## src/rtl/ft_pkg.sv

```systemverilog
// Shared types and constants for the FT601 stream packetizer slice.
// Optional feature macro: PKT_CHECKSUM_EN (adds the XOR trailer dword).
package ft_pkg;

    localparam int DWORD_W = 32;
    localparam int SEQ_W   = 16;

    localparam logic [DWORD_W-SEQ_W-1:0] HDR_MAGIC_DEFAULT = 16'hA55A;

    typedef logic [DWORD_W-1:0] ft_dword_t;

    // TRAILER is only reachable when the checksum trailer is built in
    typedef enum logic [1:0] {
        ST_IDLE    = 2'd0,
        ST_HEADER  = 2'd1,
        ST_PAYLOAD = 2'd2,
        ST_TRAILER = 2'd3
    } pkt_state_t;

    // Header dword: magic in the upper half, packet sequence number below
    function automatic ft_dword_t make_header(input logic [DWORD_W-SEQ_W-1:0] magic,
                                              input logic [SEQ_W-1:0]         seq);
        return {magic, seq};
    endfunction

endpackage

```

## src/rtl/ft_sfifo.sv

```systemverilog
// Synchronous first-word fall-through FIFO, depth 2**DEPTH_LG.
// The head word is read straight from the array so it is valid as soon as
// o_empty drops. Writes while full are refused even if a read happens in
// the same cycle.
module ft_sfifo
    import ft_pkg::*;
#(
    parameter int DEPTH_LG = 4
) (
    input  logic              i_ftdi_clk,
    input  logic              i_reset,
    input  logic              i_wr_en,
    input  logic [DWORD_W-1:0] i_wr_data,
    input  logic              i_rd_en,
    output logic [DWORD_W-1:0] o_rd_data,
    output logic              o_full,
    output logic              o_empty,
    output logic [DEPTH_LG:0] o_count
);

    localparam int DEPTH = 1 << DEPTH_LG;

    ft_dword_t               mem [DEPTH];
    logic [DEPTH_LG-1:0]     wr_ptr_reg;
    logic [DEPTH_LG-1:0]     rd_ptr_reg;
    logic [DEPTH_LG:0]       count_reg;
    logic                    wr_accept;
    logic                    rd_accept;

    assign o_full    = (count_reg == (DEPTH_LG + 1)'(DEPTH));
    assign o_empty   = (count_reg == '0);
    assign o_count   = count_reg;
    assign o_rd_data = mem[rd_ptr_reg];

    assign wr_accept = i_wr_en && !o_full;
    assign rd_accept = i_rd_en && !o_empty;

    // Storage array; no reset so it maps onto distributed/block memory
    always_ff @(posedge i_ftdi_clk) begin
        if (wr_accept) begin
            mem[wr_ptr_reg] <= i_wr_data;
        end
    end

    // Pointers and occupancy; a simultaneous push and pop leaves the count as is
    always_ff @(posedge i_ftdi_clk or posedge i_reset) begin
        if (i_reset) begin
            wr_ptr_reg <= '0;
            rd_ptr_reg <= '0;
            count_reg  <= '0;
        end else begin
            if (wr_accept) begin
                wr_ptr_reg <= wr_ptr_reg + 1'b1;
            end
            if (rd_accept) begin
                rd_ptr_reg <= rd_ptr_reg + 1'b1;
            end
            case ({wr_accept, rd_accept})
                2'b10:   count_reg <= count_reg + 1'b1;
                2'b01:   count_reg <= count_reg - 1'b1;
                default: count_reg <= count_reg;
            endcase
        end
    end

endmodule

```

## src/rtl/ft_stream_packetizer.sv

```systemverilog
// Packet framing ahead of the FT601 bus master: buffers a free-running
// sample stream and emits header + PKT_LEN payload dwords on valid/ready.
// Define PKT_CHECKSUM_EN to append an XOR checksum trailer dword.
module ft_stream_packetizer
    import ft_pkg::*;
#(
    parameter int                        DEPTH_LG  = 4,
    parameter int                        PKT_LEN   = 256,
    parameter logic [DWORD_W-SEQ_W-1:0]  HDR_MAGIC = HDR_MAGIC_DEFAULT
) (
    input  logic               i_ftdi_clk,
    input  logic               i_reset,
    input  logic               i_enable,
    input  logic               i_s_valid,
    input  logic [DWORD_W-1:0] i_s_data,
    output logic               o_m_valid,
    output logic [DWORD_W-1:0] o_m_data,
    output logic               o_m_last,
    input  logic               i_m_ready,
    output logic [SEQ_W-1:0]   o_seq,
    output logic [15:0]        o_drop_count,
    output logic               o_busy
);

    pkt_state_t          state_reg;
    pkt_state_t          state_next;
    logic [15:0]         cnt_reg;
    logic [15:0]         cnt_next;
    logic [SEQ_W-1:0]    seq_reg;
    logic [SEQ_W-1:0]    seq_next;
    logic [15:0]         drop_reg;

    logic [DWORD_W-1:0]  fifo_head;
    logic                fifo_full;
    logic                fifo_empty;
    logic [DEPTH_LG:0]   fifo_count;
    logic                fifo_pop;
    logic                handshake;
    logic                last_payload;

`ifdef PKT_CHECKSUM_EN
    logic [DWORD_W-1:0]  csum_reg;
`endif

    ft_sfifo #(
        .DEPTH_LG (DEPTH_LG)
    ) u_fifo (
        .i_ftdi_clk (i_ftdi_clk),
        .i_reset    (i_reset),
        .i_wr_en    (i_s_valid),
        .i_wr_data  (i_s_data),
        .i_rd_en    (fifo_pop),
        .o_rd_data  (fifo_head),
        .o_full     (fifo_full),
        .o_empty    (fifo_empty),
        .o_count    (fifo_count)
    );

    assign handshake    = o_m_valid && i_m_ready;
    assign last_payload = (cnt_reg == 16'(PKT_LEN - 1));
    assign o_seq        = seq_reg;
    assign o_drop_count = drop_reg;
    assign o_busy       = (state_reg != ST_IDLE);

    // State register
    always_ff @(posedge i_ftdi_clk or posedge i_reset) begin
        if (i_reset) begin
            state_reg <= ST_IDLE;
        end else begin
            state_reg <= state_next;
        end
    end

    // Next-state logic; enable only matters while idle, so packets always complete
    always_comb begin
        state_next = state_reg;
        case (state_reg)
            ST_IDLE: begin
                if (i_enable && (fifo_count != '0)) begin
                    state_next = ST_HEADER;
                end
            end
            ST_HEADER: begin
                if (handshake) begin
                    state_next = ST_PAYLOAD;
                end
            end
            ST_PAYLOAD: begin
                if (handshake && last_payload) begin
`ifdef PKT_CHECKSUM_EN
                    state_next = ST_TRAILER;
`else
                    state_next = ST_IDLE;
`endif
                end
            end
            ST_TRAILER: begin
`ifdef PKT_CHECKSUM_EN
                if (handshake) begin
                    state_next = ST_IDLE;
                end
`else
                state_next = ST_IDLE;
`endif
            end
            default: state_next = ST_IDLE;
        endcase
    end

    // Output decode from registered state and FIFO head only (ready never gates valid)
    always_comb begin
        o_m_valid = 1'b0;
        o_m_data  = '0;
        o_m_last  = 1'b0;
        fifo_pop  = 1'b0;
        case (state_reg)
            ST_HEADER: begin
                o_m_valid = 1'b1;
                o_m_data  = make_header(HDR_MAGIC, seq_reg);
            end
            ST_PAYLOAD: begin
                o_m_valid = !fifo_empty;
                o_m_data  = fifo_head;
                fifo_pop  = i_m_ready && !fifo_empty;
`ifndef PKT_CHECKSUM_EN
                o_m_last  = last_payload;
`endif
            end
            ST_TRAILER: begin
`ifdef PKT_CHECKSUM_EN
                o_m_valid = 1'b1;
                o_m_data  = csum_reg;
                o_m_last  = 1'b1;
`endif
            end
            default: ;
        endcase
    end

    // Payload position and sequence number bookkeeping
    always_comb begin
        cnt_next = cnt_reg;
        seq_next = seq_reg;
        if (state_reg == ST_HEADER) begin
            cnt_next = '0;
        end else if ((state_reg == ST_PAYLOAD) && handshake) begin
            if (last_payload) begin
                cnt_next = '0;
                seq_next = seq_reg + 1'b1;
            end else begin
                cnt_next = cnt_reg + 1'b1;
            end
        end
    end

    // Counters are rewritten every cycle so the sequence number always tracks its next value
    always_ff @(posedge i_ftdi_clk or posedge i_reset) begin
        if (i_reset) begin
            cnt_reg <= '0;
            seq_reg <= '0;
        end else begin
            cnt_reg <= cnt_next;
            seq_reg <= seq_next;
        end
    end

    // Saturating count of samples refused because the FIFO was full
    always_ff @(posedge i_ftdi_clk or posedge i_reset) begin
        if (i_reset) begin
            drop_reg <= '0;
        end else if (i_s_valid && fifo_full && (drop_reg != 16'hFFFF)) begin
            drop_reg <= drop_reg + 1'b1;
        end
    end

`ifdef PKT_CHECKSUM_EN
    // Running XOR over header and payload, cleared when a packet starts
    always_ff @(posedge i_ftdi_clk or posedge i_reset) begin
        if (i_reset) begin
            csum_reg <= '0;
        end else if ((state_reg == ST_IDLE) && (state_next == ST_HEADER)) begin
            csum_reg <= '0;
        end else if (handshake && ((state_reg == ST_HEADER) || (state_reg == ST_PAYLOAD))) begin
            csum_reg <= csum_reg ^ o_m_data;
        end
    end
`endif

endmodule

```

## config.mk

```make
export PLATFORM = sky130hd
export DESIGN_NAME = ft_stream_packetizer
export DESIGN_NICKNAME = d
export VERILOG_FILES = /design/src/rtl/ft_pkg.sv /design/src/rtl/ft_sfifo.sv /design/src/rtl/ft_stream_packetizer.sv
export SDC_FILE = /design/constraint.sdc
export NUM_CORES = 1
export LEC_CHECK = 0
export ABC_AREA = 1
export ABC_CLOCK_PERIOD_IN_PS = 2900
export CORE_MARGIN = 10
export CORE_UTILIZATION = 38
export CTS_BUF_LIST = sky130_fd_sc_hd__clkbuf_4
export DETAILED_ROUTE_END_ITERATION = 10
export SLEW_MARGIN = 20
export SYNTH_ARGS = -nofsm -noshare
export SYNTH_HDL_FRONTEND = slang
export SYNTH_SLANG_ARGS = --single-unit
```

## constraint.sdc

```tcl
create_clock -name i_ftdi_clk -period 2.9 [get_ports i_ftdi_clk]
set_input_delay 0.29 -clock i_ftdi_clk [delete_from_list [all_inputs] [get_ports i_ftdi_clk]]
set_output_delay 0.29 -clock i_ftdi_clk [all_outputs]
set_load 0.005 [all_outputs]
```

* Word level (Yosys, flattened, before mapping)
Memory sizes are Yosys's and may differ from the RTL's. Cells that the tools add are included.
Operators by class: bitwise logic cells 1, reduce and logical (&&, ||, !) cells 19, $add $sub $neg 7, muxes and demuxes 14, eq/ne operators 11
Operators with widths (number):
- 32-bit one-hot mux with 2 select lines | 1
- 16-bit by 1-bit adder with 16-bit output (second input constant) | 3
- 16-bit two-way mux | 3
- 16-bit by 8-bit equality test with 1-bit output (second input constant) | 1
- 16-bit inequality test (second input constant) | 1
- 5-bit one-hot mux with 2 select lines | 1
- 1-bit logical AND | 9
- 4-bit by 1-bit adder with 4-bit output (second input constant) | 2
- 2-bit one-hot mux with 4 select lines | 1
- 2-bit equality test (second input constant) | 3
- 2-bit two-way mux | 3
- 2-bit inequality test (second input constant) | 3
- 3-bit AND reduction | 2
- 2-bit nonzero test | 3
- 5-bit by 1-bit adder with 5-bit output (second input constant) | 1
- 5-bit equality test (second input constant) | 1
- 5-bit zero test | 1
- 5-bit nonzero test | 1
- 5-bit by 1-bit subtractor with 5-bit output (second input constant) | 1
- 2-bit by 1-bit equality test with 1-bit output (second input constant) | 2
- 1-bit two-way mux | 4
- 1-bit zero test | 2
- 2-bit zero test | 1
- 1-bit one-hot mux with 2 select lines | 1
- 1-bit inverter | 1
Word-level totals: bits of input ports 37, output and inout bits 67, flip-flop bits (word level) 63, memories 1, bits in writable memories 512, word-level logic and storage cells 60
Memory list:
- u_fifo.mem | words 16, bits a word 32, read ports 1, clocked after memory_dff 0, wr ports 1, line ft_sfifo.sv:23 | ft_dword_t mem [DEPTH];

* Logic depth before layout (Yosys ltp)
word-level depth 7, gate-level depth with buffers 14, depth with buffers taken out 14

* Modules after synthesis
A second synthesis with hierarchy kept.
Unflattened totals: cells, all modules 2652, area total of the unflattened synthesis 25742.2 um2
Modules (own cells, without submodules):
- ft_sfifo | instances 1, area each 22182.5 um2, cells each 2115, sequential area each 15700.1 um2
- ft_stream_packetizer | instances 1, area each 3559.7 um2, cells each 537, sequential area each 1251.2 um2

* Least setup slack after synthesis
Ideal clock, no wire load.
path kind flip-flop to flip-flop, start point reg u_fifo.count_reg[0] (netlist: u_fifo.o_count[0]), end point mem u_fifo.mem[11][0] (netlist name) (enable), arrival time 2.270 ns, setup time 0.421 ns, data required time 2.479 ns, buffers on the path 0, clock period less this slack 2.691 ns, cell stages (with the launch flop) 7, path slack 0.209 ns, path through dfrtp_1 -> nor2_1 -> nand3_1 -> nand2_1 -> inv_1 -> nand2_1 -> nor2_1
On the way: cells in the longest elaborated chain, start to end 5
Ends and longest elaborated chain:
- from (decl) | line ft_sfifo.sv:26 | logic [DEPTH_LG:0] count_reg;
- from (signal assigned) | line ft_sfifo.sv:59 | 2'b10: count_reg <= count_reg + 1'b1;
- from (signal assigned) | line ft_sfifo.sv:60 | 2'b01: count_reg <= count_reg - 1'b1;
- from (signal assigned) | line ft_sfifo.sv:61 | default: count_reg <= count_reg;
- 5-bit equality test | line ft_sfifo.sv:30 | assign o_full = (count_reg == (DEPTH_LG + 1)'(DEPTH));
- 1-bit zero test | line ft_sfifo.sv:35 | assign wr_accept = i_wr_en && !o_full;
- 1-bit logical AND | line ft_sfifo.sv:35
- 1-bit two-way mux | line ft_sfifo.sv:40 | if (wr_accept) begin
- 1-bit two-way mux (implied by the code) | line ft_sfifo.sv:41 | mem[wr_ptr_reg] <= i_wr_data;
- to (decl) | line ft_sfifo.sv:23
No other way between the ends.

* Worst setup path after layout
start point reg u_fifo.rd_ptr_reg[0], end point out o_m_data[17]
On the way: cells in the longest elaborated chain, start to end 2
Ends and longest elaborated chain:
- from (decl) | line ft_sfifo.sv:25 | logic [DEPTH_LG-1:0] rd_ptr_reg;
- from (signal assigned) | line ft_sfifo.sv:56 | rd_ptr_reg <= rd_ptr_reg + 1'b1;
- memory read 16 x 32 bit
- 32-bit one-hot mux with 2 select lines | line ft_stream_packetizer.sv:116 | case (state_reg)
- to (decl) | line ft_stream_packetizer.sv:17 | output logic [DWORD_W-1:0] o_m_data,
No other way between the ends.

==> results.md <==
- Post-synth top area share: 63.29%
- Pwr/cell area: 972.8 nW/µm²
- First drt pass iteration count: 5
- FF-to-FF setup slack: 510 ps
- Worst-Margin Slew: 801.7 ps
- Status: finished with violations
- Crit path from: u_fifo.rd_ptr_reg[0]
- Io pins: 104
- Vias in the first global route: 17341
- Failing checks: negative setup slack
- CTS tree: yes
- Synth Cell Area: 24290 µm²
- Final Slew Violations: 0
- Row cnt: 92
- Max incr delay on CP: 520 ps
- Htree depth: 4
- Post-synthesis cell type count: 36
- Min-delay src: i_m_ready
- CP top delay family: buffers and inverters
- Endpoints failing setup: 32
- Starting DRT DRC Count: 1542
- Critical-path top delay cell: dfrtp_4
- DIE AREA: 74440 µm²
- Cells after synthesis: 2127
- Post-route ant nets: 0
- RSZ-0062 raised after global routing: yes
- Die Span Y: 272.8 µm
- R2R Path Start: u_fifo.o_count[0]
- YS warnings: 0
- CP Launch Type: register
- GRT overflow: 0
- Post-route clock period utilization: 109.8%
- Hold Violations, Final: 0
- R2R cell count: 14
- Clk Tree Root Cell: clkbuf_4
- Crit path to: o_m_data[17]
- RePlAce Congestion: 0.8415
- Die width: 272.8 µm
- Final worst slack: -285.3 ps
- Slew HR: 46.48%
- Required time worst endpoint: 2610 ps
- CP arrival: 2900 ps
- Post-synthesis sequential area ratio: 69.78%
- Area grow syn2layout: 27.06%
- Routed length per placed instance: 20.55 µm
- Layout cell share with drive strength beyond 1: 22.94%
- Core area: 63200 µm²
- Commonest non-fill, non-tap cell in the layout: edfxtp_1
- Post-Synthesis Net Count: 2181
- Worst setup EP type: output pin
- Register bit total from synthesis: 575
- Critical Path, Cell by Cell: buf_12 > buf_16 > clkbuf_16 > buf_12 > nor2_1 > nor2_1 > a21oi_1 > o21ai_1 > nand3_1 > nand2_1 > nand2_1 > nand2_1 > buf_2
- Area contributors post-synth: edfxtp_1, nor2_1, dfrtp_1, o21ai_0, nand2_1
- WL final: 69380 µm
- Critical R2R Capture: u_fifo.o_count[4]
- Worst Hold Class: in -> reg
- Routed vias/inst: 5.244
- Nets: 2473
- Most frequent CP cell: nand2_1
- Initial Utilization: 38.44%
- Vias after detailed routing: 17704
- CTS Buf Count: 148
- WP buf/inv: 5
- Worst-case vdd ir drop: 0.0005149 V
- Initial antenna violation count: 5
- Max-cap viol count: 0
- Global-route wire length before repair: 102900 µm
- Clock Skew: 38.85 ps
- Most frequent cells in the layout: edfxtp_1, nor2_1, nand2_1
- Reg clk slew, reported paths: 70 ps
- HPWL after DPL: 36880 µm
- Port Buffer Count: 103
- Worst slack at placement: 257.7 ps
- Post-Syn Area per Cell: 11.42 µm²
- Worst-case hold slack: 155.1 ps
- Highest clock rate: 0.3139 GHz
- DRC violations left: 0
- Largest net degree at the start of global routing: 82
- Most flops, register: u_fifo.mem
- Worst path depth: 13
- Worst-skew pair later-pin latency: 990 ps
- Max reg flops: 512
- CTS Sinks: 575
- Critical path type: reg -> out
- Min cycle time layout: 3185 ps
- Static Leakage: 11.20 nW
- Worst-path fanout max: 7
- Overall Global Routing Usage: 18.17%
- CTS max path bufs: 3
- Largest area contributor in the netlist: edfxtp_1
## layer usage
layer	track usage, %	wire, µm	up-vias
li1	-	-	8210
met1	22.61	28790	8779
met2	30.22	34090	592
met3	4.803	5173	117
met4	6.272	1304	6
met5	0	23	-
## tightest hold or removal path, stage by stage
cell and delay (ps):
clkdlybuf4s50_1 500, nand3_1 120, nand2_1 50, nand4_1 60
nand2_1 50
## cell usage after synthesis (all sizes together)
| cell type | n |
|---|---|
| clkinv | 5 |
| nor3b | 1 |
| buf | 49 |
| nand3b | 2 |
| a31oi | 1 |
| clkbuf | 65 |
| a21oi | 36 |
| o211ai | 101 |
| nand2 | 256 |
| inv | 92 |
| o21bai | 1 |
| or2 | 1 |
| xor2 | 26 |
| edfxtp | 512 |
| nor3 | 20 |
| dfrtp | 63 |
| ha | 16 |
| nor2 | 448 |
| o21ai | 297 |
| nand3 | 104 |
| o22a | 1 |
| fa | 1 |
| nand4 | 19 |
| xnor2 | 9 |
| nand2b | 1 |
## power breakdown
part / internal [W] / total, W / switching (W) / leakage, nW
combinational: 0.00537 / 0.0128 / 0.00739 / 4.69
clock: 0.00374 / 0.00700 / 0.00325 / 1.12
sequential: 0.00991 / 0.0103 / 0.000351 / 5.40
## worst min path at each step
stage	slack, ps	to	depth (start not counted)
2_1_floorplan	390	u_fifo.mem[0][0]	0
3_3_place_gp	490	state_reg[1]	2
3_5_place_dp	500	state_reg[1]	2
4_1_cts	30	state_reg[1]	5
5_1_grt	130	state_reg[1]	5
6_report	160	state_reg[1]	5
## final cells by class
| cell class | instances | area [µm²] |
|---|---|---|
| antenna | 2 | 5.005 |
| clock buffer | 214 | 1607 |
| clock inverter | 45 | 295.3 |
| fill | 5517 | 32330 |
| inverter | 97 | 404.1 |
| multi-input combinational | 1341 | 7146 |
| sequential | 575 | 16960 |
| tap | 846 | 1059 |
| timing repair buffer | 254 | 3363 |
| timing repair inverter | 2 | 25.02 |
## what timing repair did
action	CTS	global route
buffers inserted	36	9
setup endpoints to repair	34	32
pin swaps	107	104
hold endpoints to repair	37	0
cloned	28	5
hold buffers	3	0
resized for setup	363	151
## logic make-up after synthesis
logic type / after synthesis / synth area share, %
xor gates and xnor gates: 35 / 1.262
AOI/OAI and AO/OA: 437 / 10.08
adders and majority gates: 17 / 0.9066
DFF: 575 / 69.78
and+or+nand+nor: 852 / 14.29
buffers and inverters: 211 / 3.683
## per-stage QoR
step           power, W  cells  area (µm²)  TNS [ps]  utilization, %
2_1_floorplan   0.01580   2127       24290         0               -
3_3_place_gp    0.01948   3038       26900         0           42.56
3_5_place_dp    0.01964   3038       26900         0           42.56
4_1_cts         0.02937   3363       30350    -11290           48.02
5_1_grt         0.03169   3375       30860    -11640           48.84
6_report        0.03003   3376       30860     -6130           48.84
Note: power is estimated with default switching activity, not from simulation.
